### config.mk
export PLATFORM = sky130hd
export DESIGN_NAME = async_fifo_wptr_full
export DESIGN_NICKNAME = d
export VERILOG_FILES = /design/src/rtl/async_fifo_pkg.sv /design/src/rtl/async_fifo_wptr_full_gray_to_binary.sv /design/src/rtl/async_fifo_wptr_full.sv
export SDC_FILE = /design/constraint.sdc
export NUM_CORES = 1
export LEC_CHECK = 0
export ABC_AREA = 1
export CAP_MARGIN = 20
export CORE_MARGIN = 2
export CORE_UTILIZATION = 45
export CTS_CLUSTER_DIAMETER = 40
export CTS_CLUSTER_SIZE = 20
export DETAILED_ROUTE_END_ITERATION = 6
export GPL_ROUTABILITY_DRIVEN = 0
export PLACE_DENSITY = 0.76
export SYNTH_ARGS = -nofsm -noshare
export SYNTH_HDL_FRONTEND = slang
export SYNTH_SLANG_ARGS = --single-unit
### constraint.sdc
create_clock -name wr_clk -period 4.9 [get_ports wr_clk]
set_clock_uncertainty 0.05 [all_clocks]
set_input_delay 0.98 -clock wr_clk [delete_from_list [all_inputs] [get_ports wr_clk]]
set_output_delay 0.98 -clock wr_clk [all_outputs]
set_load 0.02 [all_outputs]
### src/rtl/async_fifo_pkg.sv
// Shared async FIFO helpers: pointer width convention and Gray/binary conversion.
// Reused by both the write-side full and the read-side empty generators.
package async_fifo_pkg;

    localparam int unsigned MAX_PTR_W = 32;

    // Pointers carry one extra wrap bit beyond the address.
    function automatic int unsigned ptr_w(input int unsigned addrsize);
        return addrsize + 1;
    endfunction

    // Works for any width up to MAX_PTR_W when the operand is zero-extended.
    function automatic logic [MAX_PTR_W-1:0] bin2gray(input logic [MAX_PTR_W-1:0] bin);
        return bin ^ (bin >> 1);
    endfunction

    function automatic logic [MAX_PTR_W-1:0] gray2bin(input logic [MAX_PTR_W-1:0] gray);
        logic [MAX_PTR_W-1:0] bin;
        bin = gray;
        for (int i = 1; i < int'(MAX_PTR_W); i++) begin
            bin = bin ^ (gray >> i);
        end
        return bin;
    endfunction

endpackage

### src/rtl/async_fifo_wptr_full_gray_to_binary.sv
// XOR-prefix Gray-to-binary converter for the synchronized read pointer.
module gray_to_binary #(
    parameter int unsigned WIDTH = 5
) (
    input  logic [WIDTH-1:0] gray,
    output logic [WIDTH-1:0] bin
);

    always_comb begin
        bin = '0;
        bin[WIDTH-1] = gray[WIDTH-1];
        for (int i = int'(WIDTH) - 2; i >= 0; i--) begin
            bin[i] = bin[i+1] ^ gray[i];
        end
    end

endmodule

### src/rtl/async_fifo_wptr_full.sv
// Write-domain pointer, full/almost-full, level and overflow generator for the async FIFO.
// Define WOVF_STICKY_EN to make wovf sticky until wovf_clr.
module async_fifo_wptr_full
    import async_fifo_pkg::*;
#(
    parameter int unsigned ADDRSIZE     = 4,
    parameter int unsigned AFULL_THRESH = 12
) (
    input  logic                wr_clk,
    input  logic                wrst_n,
    input  logic                winc,
    input  logic [ADDRSIZE:0]   wq2_rptr,
    input  logic                wovf_clr,
    output logic [ADDRSIZE-1:0] waddr,
    output logic                wen,
    output logic [ADDRSIZE:0]   wptr,
    output logic                wfull,
    output logic                walmost_full,
    output logic [ADDRSIZE:0]   wlevel,
    output logic                wovf
);

    localparam int unsigned PTR_W = ptr_w(ADDRSIZE);

    logic [PTR_W-1:0] wbin_q, wbin_next;
    logic [PTR_W-1:0] wptr_q, wgray_next;
    logic [PTR_W-1:0] rbin, level_next, full_cmp;
    logic             wfull_q, wfull_d;
    logic             wafull_q, wafull_d;
    logic [PTR_W-1:0] wlevel_q;
    logic             wovf_q, wovf_d;
    logic             ovf_set;

    gray_to_binary #(
        .WIDTH (PTR_W)
    ) u_rptr_g2b (
        .gray (wq2_rptr),
        .bin  (rbin)
    );

    always_comb begin
        wen        = winc & ~wfull_q;
        wbin_next  = wbin_q + {{(PTR_W-1){1'b0}}, wen};
        wgray_next = PTR_W'(bin2gray(MAX_PTR_W'(wbin_next)));
        // Full when the Gray pointers differ only in their top two bits.
        full_cmp   = {~wq2_rptr[ADDRSIZE:ADDRSIZE-1], wq2_rptr[ADDRSIZE-2:0]};
        wfull_d    = (wgray_next == full_cmp);
        level_next = wbin_next - rbin;
        wafull_d   = (MAX_PTR_W'(level_next) >= AFULL_THRESH);
        ovf_set    = winc & wfull_q;
    end

`ifdef WOVF_STICKY_EN
    always_comb begin
        wovf_d = wovf_q;
        if (ovf_set) begin
            wovf_d = 1'b1;
        end else if (wovf_clr) begin
            wovf_d = 1'b0;
        end
    end
`else
    logic unused_wovf_clr;
    assign unused_wovf_clr = wovf_clr;

    always_comb begin
        wovf_d = ovf_set;
    end
`endif

    always_ff @(posedge wr_clk or negedge wrst_n) begin
        if (!wrst_n) begin
            wbin_q   <= '0;
            wptr_q   <= '0;
            wfull_q  <= 1'b0;
            wafull_q <= 1'b0;
            wlevel_q <= '0;
            wovf_q   <= 1'b0;
        end else begin
            wbin_q   <= wbin_next;
            wptr_q   <= wgray_next;
            wfull_q  <= wfull_d;
            wafull_q <= wafull_d;
            wlevel_q <= level_next;
            wovf_q   <= wovf_d;
        end
    end

    assign waddr        = wbin_q[ADDRSIZE-1:0];
    assign wptr         = wptr_q;
    assign wfull        = wfull_q;
    assign walmost_full = wafull_q;
    assign wlevel       = wlevel_q;
    assign wovf         = wovf_q;

endmodule
==> metrics.md, run 1 <==
| Metric | Value |
|---|---|
| Status | `complete, no violations` |
| Register bit count reported by yosys | `17` |
| Design Power | `around 910 uW` |
| Die height | `50.66 um` |
| Post-Route WL | `between 1500 and 2000 um` |
| Core Area | `approximately 2000 um2` |
| Post-synthesis xor/xnor area fraction | `between 3 and 4%` |
| Gr ovfl total | `0` |
| Synthesized area per cell | `~8.5 um2` |
| Number of fill cells | `180` |
| R2R Path Start | `wfull` |
| Final hold violations | `0` |
| CTS resizes | `0` |
| RSZ-0062 raised after global routing | `false` |
| Clock-pin slew of the registers on the worst-case setup and hold paths | `roughly 0.10 ns` |
| N_diodes | `0` |
| Tcrit/Tclk final | `approximately 67%` |
| CP endpoint kind | `flip-flop` |
| Final setup TNS | `0 ns` |
| Number of synthesized flops with an enable pin | `0` |
| Hold wc startpoint | `wfull` |
| Initial DRC Count | `20` |
| Largest family of logic cells by synthesized area | `simple AND/OR/NAND/NOR gates` |
| Die ar. | `between 2000 and 3000 um2` |
| Pin count of the biggest net entering global routing | `18` |
| Seq/Total Area, Yosys | `43.42%` |
| Worst EP arrival | `around 3.4 ns` |
| Critical path launch point | `winc` |
| DR vias | `roughly 820` |
| Number of global-route vias before repair | `approximately 690` |
| Clk buf depth | `2` |
| Clk sinks | `17` |
| CP Data Required Time | `roughly 5 ns` |
| Crit path launch type | `input port` |
| Power Dens Cells | `about 710 nW/um2` |
| Sequential cell area | `425.4 um2` |
| Synth Area in Adders | `roughly 9.7%` |
| GR Util All Layers | `between 15 and 20%` |
| First-pass GRT wire length | `roughly 3000 um` |
| Root Buffer | `clkbuf_4` |
| Num ports | `27` |
| ANT nets after route | `0` |
| Rel. slew slack | `50.65%` |
| Initial antenna violation count | `0` |
| Clock buffer count from CTS | `3` |
| Leakage | `~0.66 nW` |
| Area delta synth->final | `30.91%` |
| Cell area after synthesis | `~980 um2` |
| Final Setup Violations | `0` |
| Synth Area in Compound Gates | `approximately 1.8%` |
| Fin crit period | `approximately 3.3 ns` |
| H-tree depth | `1` |
| Net Count, Synth | `about 130` |
| Max-slew violation count | `0` |
| Starting Density | `48.94%` |
| Worst slew pin tran | `about 0.74 ns` |
| FFs w/ async S/R, synth | `100.0%` |
| Number of post-CTS setup repair buffers | `0` |
| Max_cap viols | `0` |
| Hold Path Class | `reg -> reg` |
| Vias per cell | `4.812` |
| Detailed Place HPWL | `~1500 um` |
| Wire per inst | `roughly 10 um` |
| Drc violations | `0` |
| Post-synth top flop | `dfrtp_1` |
| Synth Area in Simple Gates | `between 30 and 40%` |
| Critical path peak fanout | `5` |
| First drt pass iteration count | `6` |
| CTS tree | `yes` |
| YS warnings | `0` |
| Nets | `160` |
| Cts hold-fix bufs | `0` |
| Die width | `~51 um` |
| Fmax | `around 300 MHz` |
| Port buffer count | `25` |
| Final Core Density | `between 60% and 70%` |
| Row cnt | `16` |
| Clk_lat worst skew | `0.29 ns` |
| Synth Instances | `roughly 120` |
| Share of post-route cells with drive strength above 1 | `13.29%` |
| Multi-input logic area | `479.2 um2` |
| Mux contribution to synthesized area | `0%` |
| WS Path Type | `in -> reg` |
| Worst ir drop on vdd | `between 0.3 and 0.4 mV` |
| Synth cell types | `20` |
through the flow:
step | cell area [um2] | worst slack (ns) | cells | hold WS (ns)
after detailed placement | 1256 | 1.284 | 166 | 0.4315
after floorplan | 979.7 | 1.807 | 115 | 0.5362
after global placement | 1256 | 1.356 | 166 | 0.4237
after CTS | 1282 | 1.595 | 170 | 0.4604
final | 1282 | 1.608 | 170 | 0.4656
after global routing | 1282 | 1.324 | 170 | 0.4964
state kept, by name (all words and copies together), names as in the netlist:
signal,count
wovf,1
wbin_q,5
wptr,4
wfull,1
walmost_full,1
wlevel,5
critical path, cell delays in order:
cell and delay (ns):
clkdlybuf4s50_1 0.47, inv_1 0.04, nor2_1 0.13, ha_1 0.28, ha_1 0.33, nand2_2 0.11, nand2_2 0.13, inv_2 0.05
ha_1 0.34, nand2_1 0.08, nor2_1 0.04, a211oi_1 0.22, or2_1 0.16, nand3_1 0.06
worst paths after layout:
path	endpoint	slack (ns)	cells past startpoint
worst max-delay path	walmost_full	1.61	14
worst min-delay path	wovf	0.47	2
worst max register to register	walmost_full	2.39	12
worst min register to register	wovf	0.47	2
max in group asynchronous	wptr[0]	3.25	1
min in group asynchronous	wptr[2]	1.07	1
layer usage:
metal	share of wire, %	up-vias	track usage [%]
met5	0	-	0
met4	2.9	0	10.81
met3	4.7	4	2.083
met2	47	30	23.46
met1	45	364	20.87
li1	-	420	-
layout by cell type, fill, tap and decap left out, drive strengths merged:
cell / instances
inv: 18
xor2: 2
nand2: 43
fa: 1
or2: 2
ha: 6
dfrtp: 17
a21oi: 1
nand3: 12
clkdlybuf4s50: 25
xnor2: 2
clkbuf: 4
nand4: 4
a211oi: 1
nor2: 4
o21ai: 1
synthesized netlist by cell type (2+ instances only):
master,number,area (um2)
xnor2_1,2,17.52
inv_1,16,60.06
ha_1,6,75.07
nand4_1,4,25.02
inv_2,2,7.510
xor2_1,2,17.52
nor2_1,4,15.01
nand2_2,7,43.79
nand2_1,33,123.9
nand3_2,3,30.03
nand2_4,3,33.78
dfrtp_1,17,425.4
nand3_1,9,45.04
logic make-up after synthesis:
logic type	count (synthesis)
adders and majority gates	7
buffers and inverters	19
DFF	17
and+or+nand+nor	65
xor gates and xnor gates	4
AOI/OAI and AO/OA	3
where the power goes:
part           internal [mW]  switching (mW)  total, mW  leakage (nW)
clock                 0.0316          0.0409     0.0725        0.0150
sequential             0.211          0.0437      0.255         0.204
combinational          0.249           0.335      0.584         0.440
final cells by class:
class	instances	share of cell area [%]
Tap cell	27	2.634
Multi-Input combinational cell	79	37.37
Timing Repair Buffer	25	19.51
Inverter	18	5.268
Clock buffer	4	2.049
Sequential cell	17	33.17
No activity file was read; power rests on OpenSTA's default activity.
==> run 2: changes to the inputs <==
- clock period: 4.9 -> 3.3 ns (I/O delays scaled with it)
==> metrics.md, run 2 (same netlist as run 1, synthesis figures left out) <==
| Metric | Value |
|---|---|
| Status | `complete, no violations (unchanged)` |
| Hold EP | `wovf (unchanged)` |
| Area delta synth->final | `32.57% (was 30.91%)` |
| Clk_lat worst skew | `0.28 ns (was 0.29 ns)` |
| Initial DRC Count | `15 (was 20)` |
| Row cnt | `16 (unchanged)` |
| Port buffer count | `25 (unchanged)` |
| Number of fill cells | `172 (was 180)` |
| Worst path cell trace | `clkdlybuf4s50_1, inv_1, nor2_1, ha_1, ha_1, nand2_2, nand2_2, inv_2, ha_1, nand2_1, nor2_1, a211oi_1, or2_1, nand3_1 (unchanged)` |
| Worst ir drop on vdd | `0.6032 mV (was 0.3643 mV)` |
| Pin count of the biggest net entering global routing | `18 (unchanged)` |
| First-pass GRT wire length | `3111 um (was 2973 um)` |
| Clock-pin slew of the registers on the worst-case setup and hold paths | `0.09 ns (was 0.10 ns)` |
| Die height | `50.66 um (unchanged)` |
| Most used cell along the critical path | `ha_1 (unchanged)` |
| Clk sinks | `17 (unchanged)` |
| CTS tree | `yes (unchanged)` |
| Critical path launch point | `winc (unchanged)` |
| Nets | `162 (was 160)` |
| Leakage | `0.6727 nW (was 0.6598 nW)` |
| Tcrit/Tclk final | `between 80% and 90%` |
| Min setup slack post-route | `0.3611 ns (was 1.608 ns)` |
| Number of post-CTS setup repair buffers | `0 (unchanged)` |
| Clock buffer count from CTS | `3 (unchanged)` |
| Fmax | `roughly 340 MHz` |
| Number of global-route vias before repair | `747 (was 686)` |
| Die width | `50.66 um (unchanged)` |
| Crit path launch type | `input port (unchanged)` |
| FF-to-FF End | `walmost_full (unchanged)` |
| CP max stage cell | `clkdlybuf4s50_1 (unchanged)` |
| Vias per cell | `4.849 (was 4.812)` |
| Wire per inst | `10.47 um (about the same)` |
| Detailed Place HPWL | `1469 um (was 1467 um)` |
| Commonest cells after routing, fill and taps aside | `nand2_1, clkdlybuf4s50_1, dfrtp_1 (unchanged)` |
| RSZ-0062 raised after global routing | `false (unchanged)` |
| Worst EP arrival | `3.06 ns (was 3.41 ns)` |
| Root Buffer | `clkbuf_4 (unchanged)` |
| CTS resizes | `0 (unchanged)` |
| H-tree depth | `1 (unchanged)` |
| Gr ovfl total | `0 (unchanged)` |
| DR vias | `834 (was 818)` |
| WS Path Type | `in -> reg (unchanged)` |
| Power Dens Cells | `1052 nW/um2 (was 710.8 nW/um2)` |
| First drt pass iteration count | `4 (was 6)` |
| Hold Path Class | `reg -> reg (unchanged)` |
| CP endpoint kind | `flip-flop (unchanged)` |
| R2R depth | `12 (unchanged)` |
| Max_cap viols | `0 (unchanged)` |
| Hold wc startpoint | `wfull (unchanged)` |
| Rel. slew slack | `50.33% (was 50.65%)` |
| R2R Path Start | `wfull (unchanged)` |
| Starting Density | `48.94% (unchanged)` |
| Most common cell after layout, fill and taps aside | `nand2_1 (unchanged)` |
| Worst slew pin tran | `0.7426 ns (was 0.7379 ns)` |
| Max stage delay on crit path | `0.48 ns (was 0.47 ns)` |
| Share of post-route cells with drive strength above 1 | `15.17% (was 13.29%)` |
| Fin crit period | `just under 3 ns` |
| Final hold violations | `0 (unchanged)` |
| Num ports | `27 (unchanged)` |
| CP Data Required Time | `3.42 ns (was 5.02 ns)` |
| Worst Hold Path Cells | `2 (unchanged)` |
| Die ar. | `2566 um2 (unchanged)` |
| Clk buf depth | `2 (unchanged)` |
| GR Util All Layers | `16.51% (was 15.67%)` |
| Drc violations | `0 (unchanged)` |
| Reg2reg setup slack | `0.84 ns (was 2.39 ns)` |
| Initial antenna violation count | `0 (unchanged)` |
| Final Setup Violations | `0 (unchanged)` |
| Critical path peak fanout | `4 (was 5)` |
| Final setup TNS | `0 ns (unchanged)` |
| Post-Route WL | `1801 um (was 1780 um)` |
| ANT nets after route | `0 (unchanged)` |
| Cts hold-fix bufs | `0 (unchanged)` |
| Core Area | `2002 um2 (unchanged)` |
| Max-slew violation count | `0 (unchanged)` |
| Dpl ws | `0.07180 ns (was 1.284 ns)` |
| N_diodes | `0 (unchanged)` |
## run 2: metal layers
| layer | wire, um | global-route usage [%] | vias to the layer above |
|---|---|---|---|
| li1 | - | - | 422 |
| met1 | 766 | 20.76 | 376 |
| met2 | 874 | 26.10 | 32 |
| met3 | 104 | 2.381 | 4 |
| met4 | 55 | 11.26 | 0 |
| met5 | 0 | 0 | - |
## run 2: worst max-delay path, delay by kind of cell
family | cells | cell delay, ns
fa+ha+maj | 3 | 0.90
simple gates | 7 | 0.70
buf+inv | 3 | 0.57
compound gates | 1 | 0.23
## run 2: per-stage QoR
step	cells	instance area, um2	hold WS, ns	power (mW)	utilization, %
after floorplan	115	979.7	0.3144	0.9552	-
after global placement	168	1271	0.4238	1.251	63.50
after detailed placement	168	1271	0.4320	1.273	63.50
after CTS	172	1299	0.4573	1.380	64.88
after global routing	172	1299	0.4860	1.495	64.88
final	172	1299	0.4553	1.366	64.88
## run 2: power by group
group / switching (mW) / internal, mW / total [mW]
combinational: 0.498 / 0.383 / 0.881
sequential: 0.0653 / 0.313 / 0.378
clock: 0.0617 / 0.0449 / 0.107
total: 0.625 / 0.741 / 1.37
## run 2: final cells by class
| class | count | area, um2 | area share [%] |
|---|---|---|---|
| Multi-Input combinational cell | 79 | 479.2 | 36.90 |
| Tap cell | 27 | 33.78 | 2.601 |
| Clock inverter | 1 | 5.005 | 0.3854 |
| Timing Repair Buffer | 27 | 265.3 | 20.42 |
| Inverter | 18 | 67.56 | 5.202 |
| Sequential cell | 17 | 425.4 | 32.76 |
| Clock buffer | 3 | 22.52 | 1.734 |
## run 2: worst max path at each step
stage                        end  slack, ns  cells past startpoint
floorplan           walmost_full       0.53                     13
global placement    walmost_full       0.15                     14
detailed placement  walmost_full       0.07                     14
CTS                 walmost_full       0.37                     14
global route        walmost_full       0.18                     14
finish              walmost_full       0.36                     14
==> run 3: changes to the inputs <==
- ABC_AREA: 1 -> unset
==> metrics.md, run 3 <==
| Metric | Value |
|---|---|
| Design area | `1395 um2 (was 1299 um2)` |
| Post-synth top flop | `dfrtp_1 (unchanged)` |
| Worst slew pin tran | `0.7666 ns (was 0.7426 ns)` |
| Root Buffer | `clkbuf_4 (unchanged)` |
| Worst EP arrival | `3.27 ns (was 3.06 ns)` |
| Most frequent cells after synthesis | `dfrtp_1, xnor2_1, inv_1 (was nand2_1, dfrtp_1, inv_1)` |
| Num ports | `27 (unchanged)` |
| Max_cap viols | `0 (unchanged)` |
| Fin crit period | `3.152 ns (was 2.939 ns)` |
| DR vias | `719 (was 834)` |
| Largest cells by area after synthesis | `dfrtp_1, xnor2_1, ha_1 (was dfrtp_1, nand2_1, ha_1)` |
| Initial DRC Count | `4 (was 15)` |
| FFs w/ async S/R, synth | `100.0% (unchanged)` |
| Max-slew violation count | `0 (unchanged)` |
| Leakage | `0.6355 nW (was 0.6727 nW)` |
| Area delta synth->final | `47.29% (was 32.57%)` |
| RSZ-0062 raised after global routing | `false (unchanged)` |
| Synth Area in Compound Gates | `6.605% (was 1.788%)` |
| Synth cell types | `28 (was 20)` |
| Clk_lat worst skew | `0.29 ns (was 0.28 ns)` |
| Synth Instances | `80 (was 115)` |
| Area leader, netlist | `dfrtp_1 (unchanged)` |
| Gr ovfl total | `0 (unchanged)` |
| Die ar. | `2488 um2 (was 2566 um2)` |
| Final Setup Violations | `0 (unchanged)` |
| Most common cell after layout, fill and taps aside | `clkdlybuf4s50_1 (was nand2_1)` |
| Placed insts | `144 (was 168)` |
| Net Count, Synth | `96 (was 131)` |
| Synth Area in Adders | `10.04% (was 9.706%)` |
| Wire per inst | `12.03 um (was 10.47 um)` |
| Synthesized area per cell | `11.84 um2 (was 8.519 um2)` |
| Rel. slew slack | `48.73% (was 50.33%)` |
| WS Path Type | `in -> reg (unchanged)` |
| Drc violations | `0 (unchanged)` |
| Row cnt | `16 (unchanged)` |
| Final hold violations | `0 (unchanged)` |
| Largest family of logic cells by synthesized area | `XOR/XNOR gates (was simple AND/OR/NAND/NOR gates)` |
| Detailed Place HPWL | `1444 um (was 1469 um)` |
| Number of synthesized flops with an enable pin | `0 (unchanged)` |
| Worst hold-check slack | `0.4885 ns (was 0.4553 ns)` |
| GR Util All Layers | `17.51% (was 16.51%)` |
| Nets | `141 (was 162)` |
| Top cell type's share of synthesized area | `44.91% (was 43.42%)` |
| YS warnings | `0 (unchanged)` |
| Commonest cells after routing, fill and taps aside | `clkdlybuf4s50_1, dfrtp_1, buf_4 (was nand2_1, clkdlybuf4s50_1, dfrtp_1)` |
| Seq/Total Area, Yosys | `44.91% (was 43.42%)` |
| Register bit count reported by yosys | `17 (unchanged)` |
| Die height | `49.88 um (was 50.66 um)` |
| Most instantiated library cell after synthesis | `dfrtp_1 (was nand2_1)` |
| Synth Area in Simple Gates | `10.17% (was 33.84%)` |
| Power Dens Cells | `1179 nW/um2 (was 1052 nW/um2)` |
| Clk sinks | `17 (unchanged)` |
| Pin count of the biggest net entering global routing | `18 (unchanged)` |
| Starting Density | `47.79% (was 48.94%)` |
| Number of global-route vias before repair | `753 (was 747)` |
| Post-Place Cell Area | `1324 um2 (was 1271 um2)` |
| Crit path launch type | `input port (unchanged)` |
| CP Data Required Time | `3.42 ns (about the same)` |
| Vias per cell | `4.762 (was 4.849)` |
| First drt pass iteration count | `2 (was 4)` |
| Cell area after synthesis | `947.2 um2 (was 979.7 um2)` |
| First-pass GRT wire length | `3318 um (was 3111 um)` |
| Fmax | `317.3 MHz (was 340.3 MHz)` |
| Clock-pin slew of the registers on the worst-case setup and hold paths | `0.10 ns (was 0.09 ns)` |
| Layout Cells excl Fill | `151 (was 172)` |
| Status | `complete, no violations (unchanged)` |
| Number of fill cells | `142 (was 172)` |
| Clk buf depth | `2 (unchanged)` |
| Critical path peak fanout | `2 (was 4)` |
| N_diodes | `0 (unchanged)` |
| H-tree depth | `1 (unchanged)` |
| Hold Path Class | `reg -> reg (unchanged)` |
| Final Core Density | `70.39% (was 64.88%)` |
| Share of post-route cells with drive strength above 1 | `24.19% (was 15.17%)` |
| Port buffer count | `25 (unchanged)` |
| Post-synthesis xor/xnor area fraction | `23.51% (was 3.576%)` |
| CTS tree | `yes (unchanged)` |
| Initial antenna violation count | `0 (unchanged)` |
| ANT nets after route | `0 (unchanged)` |
| Clock buffer count from CTS | `3 (unchanged)` |
| CP endpoint kind | `flip-flop (unchanged)` |
| Worst ir drop on vdd | `0.7671 mV (was 0.6032 mV)` |
| Tcrit/Tclk final | `95.51% (was 89.06%)` |
| Cts hold-fix bufs | `0 (unchanged)` |
| Core Area | `1982 um2 (was 2002 um2)` |
| Post-Route WL | `1816 um (was 1801 um)` |
| Die width | `49.88 um (was 50.66 um)` |
| Mux contribution to synthesized area | `1.057% (was 0%)` |
==> run 3: timing repair <==
| action | 4_1_cts | 5_1_grt |
|---|---|---|
| buffers inserted | 3 | 0 |
| gates resized for setup | 4 | 2 |
| pin swaps | 3 | 1 |
| setup endpoints to repair | 1 | 1 |
| cloned | 0 | 0 |
==> run 3: metrics by stage <==
stage               power, mW  TNS, ns  worst slack [ns]
detailed placement      1.536  -0.8463           -0.5415
global placement        1.503  -0.7153           -0.4865
global route            1.804        0          0.001127
finish                  1.645        0            0.1483
CTS                     1.665        0            0.1001
floorplan               1.092        0           0.08465
==> run 3: path summary, 6_finish.rpt <==
check | cells after the start | slack, ns | endpoint | from
worst max-delay path | 10 | 0.15 | walmost_full | wq2_rptr[2]
worst min-delay path | 1 | 0.49 | wovf | wfull
worst max register to register | 9 | 0.74 | walmost_full | wfull
worst min register to register | 1 | 0.49 | wovf | wfull
max in group asynchronous | 1 | 1.96 | wlevel[0] | wrst_n
min in group asynchronous | 1 | 0.76 | wovf | wrst_n
==> run 3: per-layer routing <==
layer	share of wire, %	vias to the layer above	routed length, um	global-route usage [%]
met4	1.7	0	31	5.556
met2	54	18	988	30.00
met1	40	344	730	21.94
met5	0	-	0	0
li1	-	352	-	-
met3	3.6	5	65	3.636
==> run 3: cell families after synthesis <==
kind of cell             after synthesis
buffers and inverters                  9
multiplexers                           1
AND/OR/NAND/NOR                       16
flip-flops                            17
adder cells (fa/ha/maj)                7
AO/OA/AOI/OAI                          8
XOR/XNOR                              22
==> run 3: where the power goes <==
| group | total, mW | leakage (nW) | switching [mW] | internal (mW) |
|---|---|---|---|---|
| combinational | 1.14 | 0.417 | 0.540 | 0.600 |
| sequential | 0.394 | 0.203 | 0.0734 | 0.321 |
| clock | 0.111 | 0.0150 | 0.0641 | 0.0470 |
| total | 1.65 | 0.636 | 0.677 | 0.968 |
==> run 3: critical path, cell delays in order <==
cell	delay, ns
clkdlybuf4s50_1	0.56
xor2_2	0.25
xor2_2	0.20
xnor2_1	0.09
ha_1	0.22
fa_2	0.37
nor2b_1	0.15
o21ai_1	0.09
and3_1	0.19
or4b_1	0.50
==> run 3: layout make-up <==
type	count	area [um2]	area share, %
timing repair buffer	41	367.9	26.37
multi-input combinational	54	511.7	36.68
sequential	17	425.4	30.49
tap	27	33.78	2.422
inverter	8	30.03	2.152
clock buffer	4	26.28	1.883
==> RTL change 1: new RTL, config.mk and constraints of run 1 <==
The option `WOVF_STICKY_EN` is turned on by a define.
--- a/src/rtl/async_fifo_wptr_full.sv
+++ b/src/rtl/async_fifo_wptr_full.sv
@@ -1,4 +1,6 @@
 // Write-domain pointer, full/almost-full, level and overflow generator for the async FIFO.
 // Define WOVF_STICKY_EN to make wovf sticky until wovf_clr.
+`define WOVF_STICKY_EN
+
 module async_fifo_wptr_full
     import async_fifo_pkg::*;
Check against the original RTL: not equivalent (Yosys sat finds a counterexample within 4 cycles, from zero or initial values and one cycle with wrst_n low).
==> RTL change 1 against run 1 <==
  * Synthesized area rose by 0.51%
  * Combinational power is 2% higher
  * Cell count is 1.2% higher
  * Final area increased by 1.2%
  * Setup slack got worse by 9.0 ps
  * Power is 1.6% higher
  * Sequential share of layout area shrank 0.38 points
  * Highest routed layer unchanged
  * Largest power group unchanged
  * Sequential cell count unchanged
  * Non-clock buffer count rose by 1
  * Wire length up 5.6%
  * Synthesized cell count is 0.87% higher
==> RTL change 1: results (changes against run 1) <==
register area share after synthesis: 43.2% (was 43.4%)
Tot GR Track Use: 16.8% (was 15.7%)
CTS max path bufs: 2 (unchanged)
Ys Warns: 0 (unchanged)
I/O Buffers: 26 (was 25)
run status: finished, final reports clean (unchanged)
syn nets: 132 (was 131)
initial drt markers: 9 (was 20)
reg2reg end: walmost_full$_DFF_PN0_ (unchanged)
worst r2r src: wfull$_DFF_PN0_ (unchanged)
Largest delay share family, worst path: adder cells (unchanged)
first-pass GRT wire length: 3.16 mm (was 2.97 mm)
Register-to-Register Path Depth: 12 (unchanged)
pin count of the biggest net entering global routing: 18 (unchanged)
drt wl/cell: 10.9 um (was 10.5 um)
Inserted Clock Buffers: 3 (unchanged)
drt pass-1 iters: 4 (was 6)
Root Buffer: clkbuf_4 (unchanged)
Post-CTS Setup Bufs: 0 (unchanged)
share of layout cells above drive strength 1: 13.1% (was 13.3%)
vias in the first global route: 769 (was 686)
Worst Tran Pin Value: 727 ps (was 738 ps)
Critical Path Start: winc (unchanged)
largest cells by area after synthesis: dfrtp_1 (43%), nand2_1 (13%), ha_1 (7.6%) (was dfrtp_1 (43%), nand2_1 (13%), ha_1 (7.7%))
fill cell count: 162 (was 180)
LEAKAGE: 0.656 nW (was 0.660 nW)
Synth cell types: 21 (was 20)
Clock transition at path regs: 80 ps (was 100 ps)
Worst EP arrival: 3420 ps (was 3410 ps)
worst vdd ir: 0.418 mV (was 0.364 mV)
Vias: 827 (was 818)
Nets: 162 (was 160)
post-CTS sizing: 0 (unchanged)
post-DP HPWL: 1.59 mm (was 1.47 mm)
insertion delay of the later-clocked pin in the worst-skew pair: 290 ps (about the same)
-- RTL change 1: cell count changes in the layout (fill, tap and decap cells not counted) --
cell                    run 1  this run
clkdlybuf4s50_1            25        26
o21ai_0                     0         1
-- RTL change 1: tightest hold or removal path, cell delays in order (launching register included) --
cell and delay (ps):
dfrtp_1 370, nand2_1 60, o21ai_0 70
-- RTL change 1: worst min-delay path by stage --
stage	end	slack, ps	depth (start not counted)
after floorplan	wovf$_DFFE_PN0P_	550	2
after global placement	wovf$_DFFE_PN0P_	460	2
after detailed placement	wovf$_DFFE_PN0P_	470	2
after CTS	wovf$_DFFE_PN0P_	490	2
after global routing	wovf$_DFFE_PN0P_	550	2
final	wovf$_DFFE_PN0P_	470	2
-- RTL change 1: kinds of logic after synthesis --
| logic type | share of synthesized area (%) |
|---|---|
| AOI/OAI and AO/OA | 2.29 |
| xor gates and xnor gates | 3.56 |
| adders and majority gates | 9.66 |
| buffers and inverters | 7.62 |
| DFF | 43.2 |
| and+or+nand+nor | 33.7 |
-- RTL change 1: final cells by class --
cell class,instances,share of cell area (%)
repair buffers,26,20.1
inverters,18,5.21
multi-input cells,80,37.3
flip-flops and latches,17,32.8
well taps,27,2.60
clock buffers,4,2.03
-- RTL change 1: per-layer routing --
metal	up-vias	track usage [%]	part of all wire (%)
met2	22	30.0	51
li1	425	-	-
met3	5	1.79	3.6
met5	-	0	0
met1	375	19.7	43
met4	0	8.56	2.7
-- RTL change 1: power by group --
group	total, mW	switching [mW]	internal [mW]
Sequential	0.256	0.0445	0.212
Clock	0.0738	0.0422	0.0317
Combinational	0.596	0.341	0.254
Total	0.926	0.428	0.498
-- RTL change 1: per-stage QoR --
stage / area [um^2] / total power [mW] / instances / setup WS (ps) / utilization, %
final: 1300 / 0.926 / 172 / 1600 / 64.2
after global placement: 1270 / 0.843 / 168 / 1360 / 62.9
after floorplan: 985 / 0.647 / 116 / 1810 / -
after detailed placement: 1270 / 0.863 / 168 / 1310 / 62.9
after CTS: 1300 / 0.937 / 172 / 1600 / 64.2
after global routing: 1300 / 1.01 / 172 / 1390 / 64.2
==> RTL change 2: new RTL, settings of run 1 <==
Without the edit above. Put one more register stage on the output `wovf`, without a reset. The value now appears one clock later. The other outputs are not delayed to match.
--- a/src/rtl/async_fifo_wptr_full.sv
+++ b/src/rtl/async_fifo_wptr_full.sv
@@ -92,5 +92,7 @@
     assign walmost_full = wafull_q;
     assign wlevel       = wlevel_q;
-    assign wovf         = wovf_q;
+    always_ff @(posedge wr_clk) begin
+        wovf <= wovf_q;
+    end
 
 endmodule
Formal check against the unedited RTL: not equivalent (Yosys sat finds a counterexample within 4 cycles, from zero or initial values and one cycle with wrst_n low).
==> RTL change 2 against run 1 <==
  * Sequential cell count is 1 higher
  * Power is 3.6% higher
  * Count of clock-buffer cells in the layout stayed put
  * Setup slack worse by 96 ps
  * Via count is 3.4% higher
  * Wire length is 9.7% higher
  * Synthesized area is 2.0% higher
  * Worst hold slack worse by 160 ps
  * Sequential share of layout area is 0.73 points higher
  * Final area is 2.4% higher
  * Critical endpoint unchanged
==> RTL change 2: results (changes against run 1) <==
run status: finished, final reports clean (unchanged)
register area share after synthesis: 44.6% (was 43.4%)
Hold Slack: 307 ps (was 466 ps)
Hold Crit Start: wovf_q$_DFF_PN0_ (was wfull$_DFF_PN0_)
cells after synthesis: 116 (was 115)
register area: 445 um^2 (was 425 um^2)
asr flop ratio synth: 94.4% (was 100%)
Synth cell types: 21 (was 20)
Adder-Cell Fraction of Synth Area: 9.51% (was 9.71%)
drt pass-1 iters: 4 (was 6)
Max Clk Rate: 0.295 GHz (was 0.304 GHz)
vias per inst: 4.92 (was 4.81)
largest cells by area after synthesis: dfrtp_1 (43%), nand2_1 (12%), ha_1 (7.5%) (was dfrtp_1 (43%), nand2_1 (13%), ha_1 (7.7%))
fill cell count: 198 (was 180)
Post-Synth XOR/XNOR Area: 3.50% (was 3.58%)
LEAKAGE: 0.674 nW (was 0.660 nW)
post-DP HPWL: 1.59 mm (was 1.47 mm)
first-pass GRT wire length: 3.34 mm (was 2.97 mm)
Synth Register Bits: 18 (was 17)
Compound-Gate Fraction of Synth Area: 1.75% (was 1.79%)
pre-CTS WS: 1190 ps (was 1280 ps)
multi-input combinational area share: 36.5% (was 37.4%)
Worst Hold Depth: 0 (was 2)
Vias: 846 (was 818)
share of layout cells above drive strength 1: 13.9% (was 13.3%)
Inserted Clock Buffers: 3 (unchanged)
max_slew headroom: 50.2% (was 50.7%)
initial drt markers: 12 (was 20)
FF-to-FF setup slack: 2300 ps (was 2390 ps)
Worst EP arrival: 3510 ps (was 3410 ps)
Seq/total area: 33.9% (was 33.2%)
Signal buf overhead: 19.0% (was 19.5%)
hold path endpoint: wovf$_DFF_P_ (was wovf$_DFF_PN0_)
placed standard-cell area: 0.00128 mm^2 (was 0.00126 mm^2)
drt wl/cell: 11.4 um (was 10.5 um)
synthesized cell area: 1000 um^2 (was 980 um^2)
syn nets: 132 (was 131)
pin count of the biggest net entering global routing: 18 (unchanged)
Tot GR Track Use: 17.1% (was 15.7%)
vias in the first global route: 814 (was 686)
Nets: 161 (was 160)
RTL change 2: changes by cell type in the layout (fill, tap and decap cells not counted), sizes merged:
cell and change:
dfxtp +1
RTL change 2: metal layers:
metal | global-route usage [%] | share of wire (%) | up-vias
met1 | 20.0 | 41 | 403
met5 | 0 | 0 | -
met4 | 8.11 | 1.5 | 0
met2 | 31.0 | 52 | 20
met3 | 2.05 | 5.2 | 2
li1 | - | - | 421
RTL change 2: worst max-delay path, delay by kind of cell:
family	cells	cell delay, ps
buffers and inverters	3	570
and+or+nand+nor	7	730
adders and majority gates	3	960
AOI/OAI and AO/OA	1	260
RTL change 2: where the power goes:
group          leakage (nW)  internal (mW)  total [mW]  switching, mW
clock network        0.0210         0.0452      0.0893         0.0441
registers             0.212          0.220       0.264         0.0438
logic                 0.440          0.250       0.591          0.341
